--- config.mk ---
export PLATFORM = sky130hd
export DESIGN_NAME = apple_slot_bus
export DESIGN_NICKNAME = d
export VERILOG_FILES = /design/src/rtl/apple_slot_bus.sv
export SDC_FILE = /design/constraint.sdc
export NUM_CORES = 1
export LEC_CHECK = 0
export ABC_AREA = 1
export CAP_MARGIN = 15
export CORE_MARGIN = 2
export CORE_UTILIZATION = 28
export CTS_CLUSTER_DIAMETER = 150
export CTS_CLUSTER_SIZE = 40
export DETAILED_ROUTE_END_ITERATION = 7
export PLACE_DENSITY = 0.55
export SYNTH_ARGS = -nofsm -noshare
export SYNTH_HDL_FRONTEND = slang
export SYNTH_SLANG_ARGS = --single-unit
--- constraint.sdc ---
create_clock -name CLK_14M -period 2.6 [get_ports CLK_14M]
set_input_delay 0.26 -clock CLK_14M [delete_from_list [all_inputs] [get_ports CLK_14M]]
set_output_delay 0.26 -clock CLK_14M [all_outputs]
set_load 0.03 [all_outputs]
--- src/rtl/apple_slot_bus.sv ---
// rtl/apple_slot_bus.sv - Apple II motherboard slot bus: select decode, $C800 ownership, soft switches, read mux, IRQ sync
module apple_slot_bus #(
  parameter int NUM_SLOTS = 7
) (
  input  logic                   CLK_14M,
  input  logic                   RESET,
  input  logic                   PH_2,
  input  logic [15:0]            ADDRESS,
  input  logic                   RW_N,
  input  logic [8*NUM_SLOTS-1:0] CARD_DOUT,
  input  logic [NUM_SLOTS-1:0]   CARD_IRQ_N,
  output logic [NUM_SLOTS-1:0]   IO_SELECT_N,
  output logic [NUM_SLOTS-1:0]   DEVICE_SELECT_N,
  output logic                   IO_STROBE_N,
  output logic [7:0]             SLOT_DOUT,
  output logic                   SLOT_DOUT_VALID,
  output logic                   IRQ_N,
  output logic [2:0]             C8_OWNER,
  output logic                   INTCXROM,
  output logic                   SLOTC3ROM
);

  logic       r_ph2;
  logic       r_cycle;
  logic [2:0] r_src;
  logic       r_intc8;
  logic       r_irq_meta;

  logic                 w_start;
  logic [2:0]           w_io_slot;
  logic [2:0]           w_dev_slot;
  logic                 w_io_en;
  logic                 w_dev_hit;
  logic                 w_stb_hit;
  logic                 w_c3_internal;
  logic                 w_cfff;
  logic [2:0]           w_src;
  logic [2:0]           w_mux_src;
  logic [7:0]           w_card_byte;
  logic [NUM_SLOTS-1:0] w_io_sel_n;
  logic [NUM_SLOTS-1:0] w_dev_sel_n;

  assign w_start    = PH_2 & ~r_ph2;
  assign w_io_slot  = ADDRESS[10:8];
  assign w_dev_slot = ADDRESS[6:4];
  assign w_cfff     = (ADDRESS == 16'hCFFF);

  // Decode runs on the live address only at START; the select registers then act as the address latch.
  always_comb begin
    w_io_en = (ADDRESS[15:11] == 5'b11000) && (w_io_slot != 3'd0)
              && (int'(w_io_slot) <= NUM_SLOTS) && !INTCXROM
              && !((w_io_slot == 3'd3) && !SLOTC3ROM);
    w_dev_hit = (ADDRESS[15:7] == 9'b1100_0000_1) && (w_dev_slot != 3'd0)
                && (int'(w_dev_slot) <= NUM_SLOTS);
    w_stb_hit = (ADDRESS[15:11] == 5'b11001) && !INTCXROM && !r_intc8;
    w_c3_internal = (ADDRESS[15:8] == 8'hC3) && !INTCXROM && !SLOTC3ROM;
    w_src = 3'd0;
    if (w_io_en)
      w_src = w_io_slot;
    else if (w_dev_hit)
      w_src = w_dev_slot;
    else if (w_stb_hit)
      w_src = C8_OWNER;
    w_io_sel_n  = '1;
    w_dev_sel_n = '1;
    for (int s = 1; s <= NUM_SLOTS; s++) begin
      if (w_io_en && (w_io_slot == 3'(s)))
        w_io_sel_n[s-1] = 1'b0;
      if (w_dev_hit && (w_dev_slot == 3'(s)))
        w_dev_sel_n[s-1] = 1'b0;
    end
  end

  assign w_mux_src = w_start ? w_src : r_src;

  always_comb begin
    w_card_byte = 8'h00;
    for (int s = 1; s <= NUM_SLOTS; s++) begin
      if (w_mux_src == 3'(s))
        w_card_byte = CARD_DOUT[8*s-1 -: 8];
    end
  end

  always_ff @(posedge CLK_14M or posedge RESET) begin
    if (RESET) begin
      r_ph2           <= 1'b0;
      r_cycle         <= 1'b0;
      r_src           <= 3'd0;
      r_intc8         <= 1'b0;
      r_irq_meta      <= 1'b1;
      IRQ_N           <= 1'b1;
      IO_SELECT_N     <= '1;
      DEVICE_SELECT_N <= '1;
      IO_STROBE_N     <= 1'b1;
      SLOT_DOUT       <= 8'h00;
      SLOT_DOUT_VALID <= 1'b0;
      C8_OWNER        <= 3'd0;
      INTCXROM        <= 1'b0;
      SLOTC3ROM       <= 1'b0;
    end else begin
      r_ph2      <= PH_2;
      r_irq_meta <= &CARD_IRQ_N;
      IRQ_N      <= r_irq_meta;
      if (w_start) begin
        r_cycle         <= 1'b1;
        r_src           <= w_src;
        IO_SELECT_N     <= w_io_sel_n;
        DEVICE_SELECT_N <= w_dev_sel_n;
        IO_STROBE_N     <= ~w_stb_hit;
        SLOT_DOUT_VALID <= RW_N && (w_src != 3'd0);
        if (RW_N && (w_src != 3'd0))
          SLOT_DOUT <= w_card_byte;
        if (!RW_N) begin
          case (ADDRESS)
            16'hC006: INTCXROM  <= 1'b0;
            16'hC007: INTCXROM  <= 1'b1;
            16'hC00A: SLOTC3ROM <= 1'b0;
            16'hC00B: SLOTC3ROM <= 1'b1;
            default: ;
          endcase
        end
        // $CFFF releases the window; the strobe above already used the old owner.
        if (w_cfff) begin
          C8_OWNER <= 3'd0;
          r_intc8  <= 1'b0;
        end else if (w_io_en) begin
          C8_OWNER <= w_io_slot;
        end else if (w_c3_internal) begin
          C8_OWNER <= 3'd0;
          r_intc8  <= 1'b1;
        end
      end else if (!PH_2) begin
        r_cycle         <= 1'b0;
        IO_SELECT_N     <= '1;
        DEVICE_SELECT_N <= '1;
        IO_STROBE_N     <= 1'b1;
        SLOT_DOUT_VALID <= 1'b0;
      end else if (r_cycle && SLOT_DOUT_VALID) begin
        SLOT_DOUT <= w_card_byte;
      end
    end
  end

endmodule

==> impl_metrics.ini <==
[run_status]
status = complete, no violations

[synth]
synthArstFlopShare_pct = 100.0
synth_commonest_cells = 92 x nand2_1, 58 x inv_1, 34 x nor2_1
synth.area.top_cells = dfrtp_1 20%, dfstp_2 18%, nand2_1 14%, inv_1 8.8%, nand4_1 7.3%
syn-instance-count = 348
netlist_area_sq_mm = 0.002470
yosys_warnings = 0
netlist.top_cell.by_area = dfrtp_1
syn_area_per_cell_sq_um = 7.097
syn_nets = 431
synth_top_flop_cell = dfrtp_1
synth-seq-area-share_pct = 38.35
synth-edff-count = 0
synth-seq-cells = 37
synth_top_area_share_pct = 20.26
yosysMostFrequentCell = nand2_1
ys_types = 38

[cts]
cts_buffer_depth = 2
cts_tree = yes
hold_buffers = 0
cts_inserted_buffers = 5
worstSkewPairLatency_ns = 0.29
cts-root-buf = clkbuf_8
clk_transition_reported_paths_ns = 0.07
cts_max_level = 2
clock-sinks = 37

[critical_path]
r2r_slack_ns = 0.43
worstPathMaxFanout = 10
r2r_end = SLOT_DOUT[6]
r2r_cells = 16
end_kind = flip-flop
crit_end = SLOT_DOUT[6]
start_kind = input port
crit_path_start = ADDRESS[10]
critPathArrivalTime_ns = 2.47
cp.required_ns = 2.83
critical_path_class = input port to flip-flop
regToRegStartpoint = INTCXROM

[layout]
drive_gt1_share_pct = 15.88
areaGrowthSynthToFinish_pct = 60.44
diodes = 0
nets = 567
final_core_util_pct = 45.89

[sta]
setup-tns-final_ns = 0
post-route-min-period_ns = 2.240
worstMarginPinSlew_ns = 0.5493
clock_skew_ns = 0.005455
fin_ws_ns = 0.3596
max_freq_ghz = 0.4464
hold_viol_final = 0
rsz0062_at_grt = no
timing.slew.headroom_pct = 63.29
setup_violations = 0
slew_violations = 0
timing.final.crit_share_pct = 86.17

[floorplanning]
coreArea_sq_mm = 0.008636
die_area_sq_mm = 0.009588
row_count = 34
start_util_pct = 28.60
die_h_um = 97.92
die_x_um = 97.92
io_pins = 113

[drt]
via_per_inst = 4.600
routed_wl_um = 7846
dr.pass1.iters = 4
drc = 0
routedWlPerCell_um = 13.23
first_iter_violations = 151
vias = 2728
antenna_left = 0

[place]
io_buffers = 112
dp.final_hpwl_um = 6272
gp_congestion = 0.8862
preCtsSetupSlack_ns = -0.004782

[power_and_ir_drop]
pwr_density_cell_mw_per_mm2 = 350.6
vdd_ir_drop_max_uv = 165.0
power_leakage_uw = 0.001779

[min_path]
hp-start = r_irq_meta
hold_class = flip-flop to flip-flop

[grt]
first_global_vias = 2720
grt_remaining_overflow = 0
grt.total_usage_pct = 16.85
grt_first_pass_wirelength_um = 13290
grt_max_degree = 38
antenna_found_initial = 0

[flow_run]
maxCapViolCount = 0
## per-layer routing
layer	part of all wire, %	up-vias	wire, um	GRT usage, %
li1	-	1408	-	-
met1	47	1223	3706	24.01
met2	45	91	3540	26.13
met3	6.9	6	542	4.438
met4	0.71	0	56	2.885
met5	0	-	0	0
## flip-flops by register name, summed over array words and instances (netlist names)
signal           flops
SLOT_DOUT            8
DEVICE_SELECT_N      7
IO_SELECT_N          7
C8_OWNER             3
r_src                3
INTCXROM             1
IO_STROBE_N          1
IRQ_N                1
SLOTC3ROM            1
SLOT_DOUT_VALID      1
r_cycle              1
r_intc8              1
r_irq_meta           1
r_ph2                1
## where the power goes
| part | internal (uW) | total [uW] | switching (uW) |
|---|---|---|---|
| clock network | 186 | 402 | 216 |
| registers | 587 | 591 | 4.20 |
| logic | 201 | 396 | 195 |
| total | 974 | 1390 | 415 |
## metrics by stage
stage          instances  hold WS, ns  total power [uW]  cell area, sq um
2_1_floorplan        348       0.2914             780.3              2470
3_3_place_gp         584       0.3463             995.2              3860
3_5_place_dp         584       0.3517             994.4              3860
4_1_cts              592       0.3589              1406              3943
5_1_grt              593       0.3615              1471              3963
6_report             593       0.3580              1389              3963
## what timing repair did
item,CTS,global route
setup buffers,0,1
resized for setup,0,0
setup endpoints to repair,0,2
## worst max-delay path, cell delays in order
cell and delay [ns]:
clkdlybuf4s50_1 0.47, or2_1 0.29, nor2_4 0.17, nand3_4 0.11, nand2_1 0.07, nand2_1 0.06
nand3_1 0.07, nand2_1 0.08, inv_2 0.15, nand3_1 0.23, buf_4 0.22, nor2_1 0.08
nor2_1 0.06, nand4_1 0.06, nand2_1 0.05, nand2_1 0.05
## kinds of logic after synthesis
family,Yosys count,synth area share [%]
AND/OR/NAND/NOR,204,39.72
multiplexers,1,0.4559
AO/OA/AOI/OAI,34,9.676
buffers and inverters,72,11.80
flip-flops,37,38.35
## layout make-up
| class | instances | area (sq um) |
|---|---|---|
| flip-flops and latches | 37 | 947.2 |
| multi-input cells | 239 | 1231 |
| fillers | 886 | 4673 |
| inverters | 64 | 245.2 |
| well taps | 108 | 135.1 |
| clock buffers | 6 | 72.57 |
| repair buffers | 137 | 1321 |
| clock inverters | 2 | 10.01 |
## worst min-delay path by stage
stage,cells past startpoint,slack (ns),endpoint
after floorplan,0,0.29,r_ph2
after global placement,0,0.35,IRQ_N
after detailed placement,0,0.35,IRQ_N
after CTS,0,0.36,IRQ_N
after global routing,0,0.36,IRQ_N
final,0,0.36,IRQ_N
## layout by cell type (no fill, tap or decap), types with 2 or more instances in the layout
cell type        synthesis  layout
clkdlybuf4s50_1          0     112
nand4_1                 29      29
inv_1                   58      58
o21ai_0                  5       5
or2_2                    3       3
nor2_1                  34      34
o32ai_1                  5       5
nand2_1                 92      92
nand3_1                 24      24
clkinv_2                 0       2
a31o_2                   2       2
o211ai_1                 8       8
dfstp_2                 17      17
buf_4                    1      24
inv_2                    3       3
nor2_4                   3       3
a31oi_1                  2       2
o22ai_1                  6       6
inv_4                    2       2
nand2_2                  4       4
dfrtp_1                 20      20
nor2_2                   3       3
nor3_1                   4       4
clkbuf_8                 0       5
nand3_2                  2       2
a21oi_1                  3       3
No activity file was read; power rests on OpenSTA's default activity.
